[src/rtl/chk_pkg.sv]
// Shared types and error codes for the chk checker family.
package chk_pkg;

  typedef logic [7:0] err_code_t;

  localparam err_code_t ERR_NOT_ASSERTED = 8'h01;
  localparam err_code_t ERR_HAS_X        = 8'h02;

  typedef enum logic [0:0] {
    RUN  = 1'b0,
    HALT = 1'b1
  } log_state_e;

  localparam int unsigned CYC_W = 32;

endpackage

[src/rtl/chk_err_fifo.sv]
// Synchronous FIFO with flush; the head entry is read straight from storage registers.
module chk_err_fifo #(
  parameter int unsigned WIDTH = 8,
  parameter int unsigned DEPTH = 4
) (
  input  logic             clk,
  input  logic             rst_l,
  input  logic             flush,
  input  logic             push,
  input  logic             pop,
  input  logic [WIDTH-1:0] din,
  output logic [WIDTH-1:0] head_c,
  output logic             full_c,
  output logic             empty_c
);

  localparam int unsigned AW = $clog2(DEPTH);

  logic [AW:0]      wr_ptr_q, wr_ptr_d;
  logic [AW:0]      rd_ptr_q, rd_ptr_d;
  logic [WIDTH-1:0] mem_q [DEPTH];
  logic [WIDTH-1:0] mem_d [DEPTH];
  logic             do_pop;
  logic             do_push;

  assign empty_c = (wr_ptr_q == rd_ptr_q);
  assign full_c  = (wr_ptr_q[AW] != rd_ptr_q[AW]) && (wr_ptr_q[AW-1:0] == rd_ptr_q[AW-1:0]);
  assign head_c  = mem_q[rd_ptr_q[AW-1:0]];

  // A pop in the same cycle frees the slot a push into a full FIFO needs.
  assign do_pop  = pop && !empty_c;
  assign do_push = push && (!full_c || do_pop);

  always_comb begin
    wr_ptr_d = wr_ptr_q;
    rd_ptr_d = rd_ptr_q;
    mem_d    = mem_q;
    if (flush) begin
      wr_ptr_d = '0;
      rd_ptr_d = '0;
    end else begin
      if (do_push) begin
        mem_d[wr_ptr_q[AW-1:0]] = din;
        wr_ptr_d                = wr_ptr_q + (AW+1)'(1);
      end
      if (do_pop) begin
        rd_ptr_d = rd_ptr_q + (AW+1)'(1);
      end
    end
  end

  always_ff @(posedge clk or negedge rst_l) begin
    if (!rst_l) begin
      wr_ptr_q <= '0;
      rd_ptr_q <= '0;
      for (int i = 0; i < int'(DEPTH); i++) begin
        mem_q[i] <= '0;
      end
    end else begin
      wr_ptr_q <= wr_ptr_d;
      rd_ptr_q <= rd_ptr_d;
      mem_q    <= mem_d;
    end
  end

endmodule

[src/rtl/chk_err_log.sv]
// Error-event logger: FIFO of error codes, saturating counters and a sticky stop request.
// Optional capture timestamps are enabled by defining CHK_ERR_LOG_TIMESTAMP_EN.
module chk_err_log
  import chk_pkg::*;
#(
  parameter int unsigned DEPTH       = 4,
  parameter int unsigned CODE_W      = 8,
  parameter int unsigned CNT_W       = 16,
  parameter int unsigned STOP_THRESH = 1
) (
  input  logic              clk,
  input  logic              rst_l,
  input  logic              err_valid,
  input  logic [CODE_W-1:0] err_code,
  input  logic              clr,
  output logic              out_valid,
  input  logic              out_ready,
  output logic [CODE_W-1:0] out_code,
  output logic [CYC_W-1:0]  out_cyc,
  output logic [CNT_W-1:0]  err_count,
  output logic [CNT_W-1:0]  dropped,
  output logic              stop_req
);

`ifdef CHK_ERR_LOG_TIMESTAMP_EN
  localparam int unsigned FIFO_W = CODE_W + CYC_W;
`else
  localparam int unsigned FIFO_W = CODE_W;
`endif

  log_state_e        state_q, state_d;
  logic [CNT_W-1:0]  err_count_q, err_count_d;
  logic [CNT_W-1:0]  dropped_q, dropped_d;
  logic              push_ok;
  logic              pop;
  logic              fifo_full;
  logic              fifo_empty;
  logic [FIFO_W-1:0] fifo_din;
  logic [FIFO_W-1:0] fifo_head;

  assign pop = out_ready && !fifo_empty;

  // Event accounting; clr wins over a coinciding event and pop.
  always_comb begin
    state_d     = state_q;
    err_count_d = err_count_q;
    dropped_d   = dropped_q;
    push_ok     = 1'b0;
    if (clr) begin
      state_d     = RUN;
      err_count_d = '0;
      dropped_d   = '0;
    end else if (err_valid) begin
      if (err_count_q != '1) begin
        err_count_d = err_count_q + CNT_W'(1);
      end
      if ((state_q == RUN) && (!fifo_full || pop)) begin
        push_ok = 1'b1;
      end else if (dropped_q != '1) begin
        dropped_d = dropped_q + CNT_W'(1);
      end
      if ((state_q == RUN) && (STOP_THRESH != 0) &&
          (32'(err_count_d) == 32'(STOP_THRESH))) begin
        state_d = HALT;
      end
    end
  end

  always_ff @(posedge clk or negedge rst_l) begin
    if (!rst_l) begin
      state_q     <= RUN;
      err_count_q <= '0;
      dropped_q   <= '0;
    end else begin
      state_q     <= state_d;
      err_count_q <= err_count_d;
      dropped_q   <= dropped_d;
    end
  end

`ifdef CHK_ERR_LOG_TIMESTAMP_EN
  logic [CYC_W-1:0] cyc_q, cyc_d;

  // Free-running capture cycle counter, untouched by clr.
  always_comb begin
    cyc_d = cyc_q + CYC_W'(1);
  end

  always_ff @(posedge clk or negedge rst_l) begin
    if (!rst_l) begin
      cyc_q <= '0;
    end else begin
      cyc_q <= cyc_d;
    end
  end

  assign fifo_din = {cyc_q, err_code};
  assign out_cyc  = fifo_head[FIFO_W-1:CODE_W];
`else
  assign fifo_din = err_code;
  assign out_cyc  = '0;
`endif

  chk_err_fifo #(
    .WIDTH (FIFO_W),
    .DEPTH (DEPTH)
  ) u_fifo (
    .clk     (clk),
    .rst_l   (rst_l),
    .flush   (clr),
    .push    (push_ok),
    .pop     (pop),
    .din     (fifo_din),
    .head_c  (fifo_head),
    .full_c  (fifo_full),
    .empty_c (fifo_empty)
  );

  assign out_valid = !fifo_empty;
  assign out_code  = fifo_head[CODE_W-1:0];
  assign err_count = err_count_q;
  assign dropped   = dropped_q;
  assign stop_req  = (state_q == HALT);

endmodule

[config.mk]
export PLATFORM = sky130hd
export DESIGN_NAME = chk_err_log
export DESIGN_NICKNAME = d
export VERILOG_FILES = /design/src/rtl/chk_pkg.sv /design/src/rtl/chk_err_fifo.sv /design/src/rtl/chk_err_log.sv
export SDC_FILE = /design/constraint.sdc
export NUM_CORES = 1
export LEC_CHECK = 0
export CORE_UTILIZATION = 45
export DETAILED_ROUTE_END_ITERATION = 8
export PLACE_DENSITY = 0.71
export SLEW_MARGIN = 20
export SYNTH_ARGS = -nofsm -noshare
export SYNTH_HDL_FRONTEND = slang
export SYNTH_SLANG_ARGS = --single-unit
[constraint.sdc]
create_clock -name clk -period 3.68 [get_ports clk]
set_input_delay 0.736 -clock clk [delete_from_list [all_inputs] [get_ports clk]]
set_output_delay 0.736 -clock clk [all_outputs]
set_load 0.02 [all_outputs]
Yosys cells after proc, flatten, opt, wreduce, memory -nomap -nowiden
Index checks and enable logic that the tools add are counted.
- logic and storage cells: 71
- flip-flop bits (word level): 71
- bits of input ports: 13
- output and inout bits: 74
- bitwise logic cells: 4
- mux-type cells: 25
- eq/ne operators: 7
- add/sub/neg operators: 4
- magnitude comparators: 3
- reduce and logical (&&, ||, !) cells: 19
- operators by type and width (kind ; count):
    $mux W16 ; 9
    $add A16 B1 Y16 const B ; 2
    $bwmux W32 ; 1
    $ne A16 B16 Y1 const B ; 2
    $mux W8 ; 3
    $bmux W8 S2 ; 1
    $demux W8 S2 ; 1
    $eq A16 B1 Y1 const B ; 1
    $mux W3 ; 4
    $reduce_bool A2 Y1 ; 5
    $logic_and A1 B1 Y1 ; 7
    $add A3 B1 Y3 const B ; 2
    $ge A3 B3 Y1 const B ; 2
    $mux W1 ; 6
    $not A2 Y3 ; 2
    $reduce_and A2 Y1 ; 2
    $eq A3 B3 Y1 ; 1
    $lt A3 B1 Y1 const B ; 1
    $reduce_and A3 Y1 ; 1
    $eq A2 B2 Y1 ; 1
    $logic_not A1 Y1 ; 2
    $logic_or A1 B1 Y1 ; 2
    $ne A2 B2 Y1 const B ; 1
    $not A1 Y1 ; 2
    $ne A1 B1 Y1 ; 1

Longest topological paths before layout
- depth in word-level cells: 11
- mapped depth: 7
- depth with buffers taken out: 6

Hierarchy
Synthesis repeated with hierarchy kept, for this count alone.
- cell total of the unflattened synthesis: 411
- area total of the unflattened synthesis: 4341.7 um2
- modules (own cells, without submodules) (module ; cells each ; seq. area each (um2) ; times used ; area each (um2)):
    chk_err_log ; 280 ; 825.8 ; 1 ; 2359.8
    chk_err_fifo ; 131 ; 950.9 ; 1 ; 1981.9

Worst setup path after synthesis
No wires, ideal clock.
- kind: input to register
- start point: input port err_valid
- end point: register u_fifo.mem_q[10] in the netlist's numbering
- stages on the path: 5
- setup slack: 1695 ps
- required time: 3555 ps
- arrival: 1860 ps
- library setup time: 125 ps
- path buffers: 1
- path through: buf_2 > inv_1 > nor3_4 > nand2_4 > mux2_4
- cells in the longest elaborated chain, start to end: 4
- RTL lines (item ; line ; source):
    start: declaration ; chk_err_log.sv:13 ; input logic err_valid,
    $mux W1 ; chk_err_log.sv:53 ; end else if (err_valid) begin
    $mux W1 ; chk_err_log.sv:49 ; if (clr) begin
    $logic_and A1 B1 Y1 ; chk_err_fifo.sv:32 ; assign do_push = push && (!full_c || do_pop);
    $reduce_and A2 Y1 (no line) ; n/a ;
    end signal: assignment ; chk_err_fifo.sv:62 ; mem_q <= mem_d;
    end: declaration ; chk_err_fifo.sv:21 ; logic [WIDTH-1:0] mem_q [DEPTH];
No other way between the ends.
A chain may end at the register's enable or synchronous reset.

Worst setup path in the final report
- start point: register u_fifo.rd_ptr_q[0]
- end point: output port out_code[7]
- cells in the longest elaborated chain, start to end: 4
- RTL lines (item ; line ; source):
    start: declaration ; chk_err_fifo.sv:20 ; logic [AW:0] rd_ptr_q, rd_ptr_d;
    start signal: assignment ; chk_err_fifo.sv:61 ; rd_ptr_q <= rd_ptr_d;
    $not A2 Y3 (implied by the code) ; chk_err_fifo.sv:28 ; assign head_c = mem_q[rd_ptr_q[AW-1:0]];
    $bmux W8 S2 ; chk_err_fifo.sv:28 ;
    $mux W8 (implied by the code) (2 in a row) ; chk_err_fifo.sv:28 ;
    end: declaration ; chk_err_log.sv:18 ; output logic [CODE_W-1:0] out_code,
No other way between the ends. The select of a mux whose other input is x is not followed.

==> flow_metrics.py <==
metrics = {
    "run_status": {
        "status": "finished clean",
    },
    "cells_and_area": {
        "layout_common_cells": "dfrtp_1, clkdlybuf4s50_1, conb_1",
        "areaGrowthSynthToFinish_pct": 17.0,
        "multi_input_comb_area_um2": 2090,
        "final_area_um2": 4790,
        "fillCellCount": 758,
        "fin_util_pct": 54.6,
        "layout.nets": 441,
        "fin_cells": 534,
        "final_common_cell": "dfrtp_1",
        "ff_latch_area_um2": 1780,
        "drive_above_1_share_pct": 15.5,
        "diodes": 0,
    },
    "synth": {
        "synth_flop_cell": "dfrtp_1",
        "synthCells": 367,
        "postSynthAreaPerCell_um2": 11.1,
        "ys.warnings.count": 0,
        "synth-seq-cells": 71,
        "synthDistinctLibCells": 53,
        "synthArstFlopShare_pct": 100,
        "synth_edf_count": 0,
        "synthesis.area_um2": 4090,
        "synth_seq_area_share_pct": 43.4,
    },
    "sta": {
        "drv_slew": 0,
        "tns_ps": 0,
        "finalSetupViolCount": 0,
        "fin_crit_sh_pct": 83.1,
        "rsz0062_at_grt": "no",
        "tightest_slew_ps": 725,
        "skew_ps": 12.2,
        "finalHoldViolations": 0,
        "setup_ws_ps": 621,
        "maxSlewHeadroom_pct": 51.7,
        "fmax_mhz": 327,
        "hold_ws_ps": 422,
        "fin_crit_ps": 3060,
    },
    "die": {
        "core-area_um2": 8760,
        "chipHeight_um": 97.3,
        "die_w_um": 97.3,
        "num_rows": 34,
        "start_util_pct": 46.7,
        "fp.dieArea_um2": 9470,
        "ioPinCount": 87,
    },
    "power_and_ir_drop": {
        "internal_power_mw": 1.52,
        "power.total_mw": 2.21,
        "combPwrFrac_pct": 26.9,
        "p_clk_share_pct": 27.3,
        "power.switching_mw": 0.691,
        "pwr-share-seq_pct": 45.8,
        "leakagePower_nw": 2.10,
        "power_density_nw_per_um2": 461,
        "switching_share_pct": 31.3,
        "ir_drop_uv": 196,
    },
    "clocking": {
        "root_buffer": "clkbuf_8",
        "clock_path_buffers": 2,
        "cts_setup_buffers": 0,
        "h-tree-depth": 3,
        "hold_buffers": 0,
        "clock_latency_ps": 360,
        "clk_pin_slew_worst_paths_ps": 90,
        "ctsResizeCount": 0,
        "cts_num_sinks": 71,
        "numCtsBuffers": 9,
        "cts_tree": "yes",
    },
    "route": {
        "vias_per_cell": 5.52,
        "first_pass_iters": 4,
        "vias": 2949,
        "drt_iter0_markers": 152,
        "drc_errors": 0,
        "wl_per_cell_um": 16.0,
        "wl_um": 8560,
        "ant_nets": 0,
    },
    "global_route": {
        "grt_usage_pct": 18.9,
        "grt-ovfl-total": 0,
        "grt_pass1_vias": 2864,
        "grt_max_degree": 43,
        "grt_first_pass_wirelength_um": 14300,
        "antenna_found_initial": 0,
    },
    "critical_path": {
        "worst-setup-path-type": "reg2out",
        "crit_fanout": 11,
        "cp.required_ps": 2940,
        "cp-start-kind": "flop",
        "worst_r2r_path_depth": 6,
        "crit_path_end_kind": "primary output",
        "arrival_ps": 2320,
    },
    "placed_design": {
        "dpl.hpwl_um": 5870,
        "preCtsSetupSlack_ps": 987,
        "placed_area_um2": 4600,
        "dp_cells": 518,
        "gp_congestion": 0.926,
        "portBuffers": 54,
    },
    "min_path": {
        "hold_path_class": "in2async",
    },
    "run": {
        "cap_violations": 0,
    },
}
## area by class of cell
class                   count  share of cell area (%)
clock buffers               9                    2.59
clock inverters             7                    1.33
inverters                   8                   0.627
multi-input cells         274                    43.6
flip-flops and latches     71                    37.1
well taps                 108                    2.82
repair buffers             57                    11.9
## flip-flops by register name (all words and copies together) (netlist names)
register,cells
dropped,16
err_count,16
stop_req,1
u_fifo.mem_q,32
u_fifo.wr_ptr_q,3
u_fifo.rd_ptr_q,3
## synthesized netlist by cell type, types with 2 or more instances
cell type / number / area (um^2)
a211oi_1: 3 / 22.5
a21o_1: 2 / 15.0
a21oi_1: 18 / 90.1
a41oi_1: 2 / 17.5
and2_1: 2 / 12.5
and3_1: 6 / 37.5
and4_1: 3 / 26.3
buf_2: 3 / 15.0
buf_4: 33 / 248
buf_6: 2 / 22.5
clkbuf_1: 6 / 22.5
dfrtp_1: 71 / 1780
ha_1: 7 / 87.6
inv_1: 8 / 30.0
mux2_1: 3 / 33.8
mux2_2: 14 / 158
mux2_4: 16 / 240
mux2i_1: 7 / 70.1
mux4_1: 4 / 105
mux4_2: 4 / 90.1
nand2_1: 14 / 52.6
nand2_4: 3 / 33.8
nand2b_1: 3 / 18.8
nand3_1: 16 / 80.1
nand3_2: 2 / 20.0
nand4_1: 13 / 81.3
nor2_1: 24 / 90.1
nor3_1: 6 / 30.0
nor4_1: 4 / 25.0
o211ai_1: 3 / 22.5
o21ai_0: 14 / 70.1
o31ai_1: 3 / 22.5
or3_1: 13 / 81.3
or4_1: 2 / 15.0
xnor2_1: 2 / 17.5
xor2_1: 14 / 123
## worst max-delay path, stage by stage (launching register included)
cell,delay [ps]
dfrtp_1,780
mux4_1,640
clkdlybuf4s50_1,550
## final timing paths
kind / startpoint / end / slack (ps)
max: u_fifo.rd_ptr_q[0] / out_code[7] / 620
min: rst_l / u_fifo.mem_q[10] / 420
max reg2reg: err_count[0] / err_count[15] / 1370
min reg2reg: u_fifo.mem_q[26] / u_fifo.mem_q[26] / 500
max in group asynchronous: rst_l / err_count[4] / 2570
min in group clk: u_fifo.mem_q[26] / u_fifo.mem_q[26] / 500
## power groups by stage
stage                     clock network [mW]  logic (mW)  registers (mW)
final                                  0.603       0.595            1.01
after global routing                   0.654       0.640            1.03
after CTS                              0.619       0.602            1.01
after detailed placement                   0       0.598            1.03
after global placement                     0       0.586            1.02
after floorplan                            0       0.468           0.984
## per-layer routing
layer  global-route usage (%)  part of all wire (%)
met1                     26.9                    48
met2                     28.4                    46
met3                     3.67                   5.0
met4                     7.92                   1.7
met5                        0                     0
## cells by family after synthesis
kind of cell    count (synthesis)  synth area share [%]
compound gates                 54                  8.78
fa+ha+maj                       7                  2.14
simple gates                  116                  16.3
flops                          71                  43.4
mux                            48                  17.0
other cells                     1                0.0917
xor+xnor                       17                  3.82
buf+inv                        53                  8.38
Power figures use the tool's default switching activity.
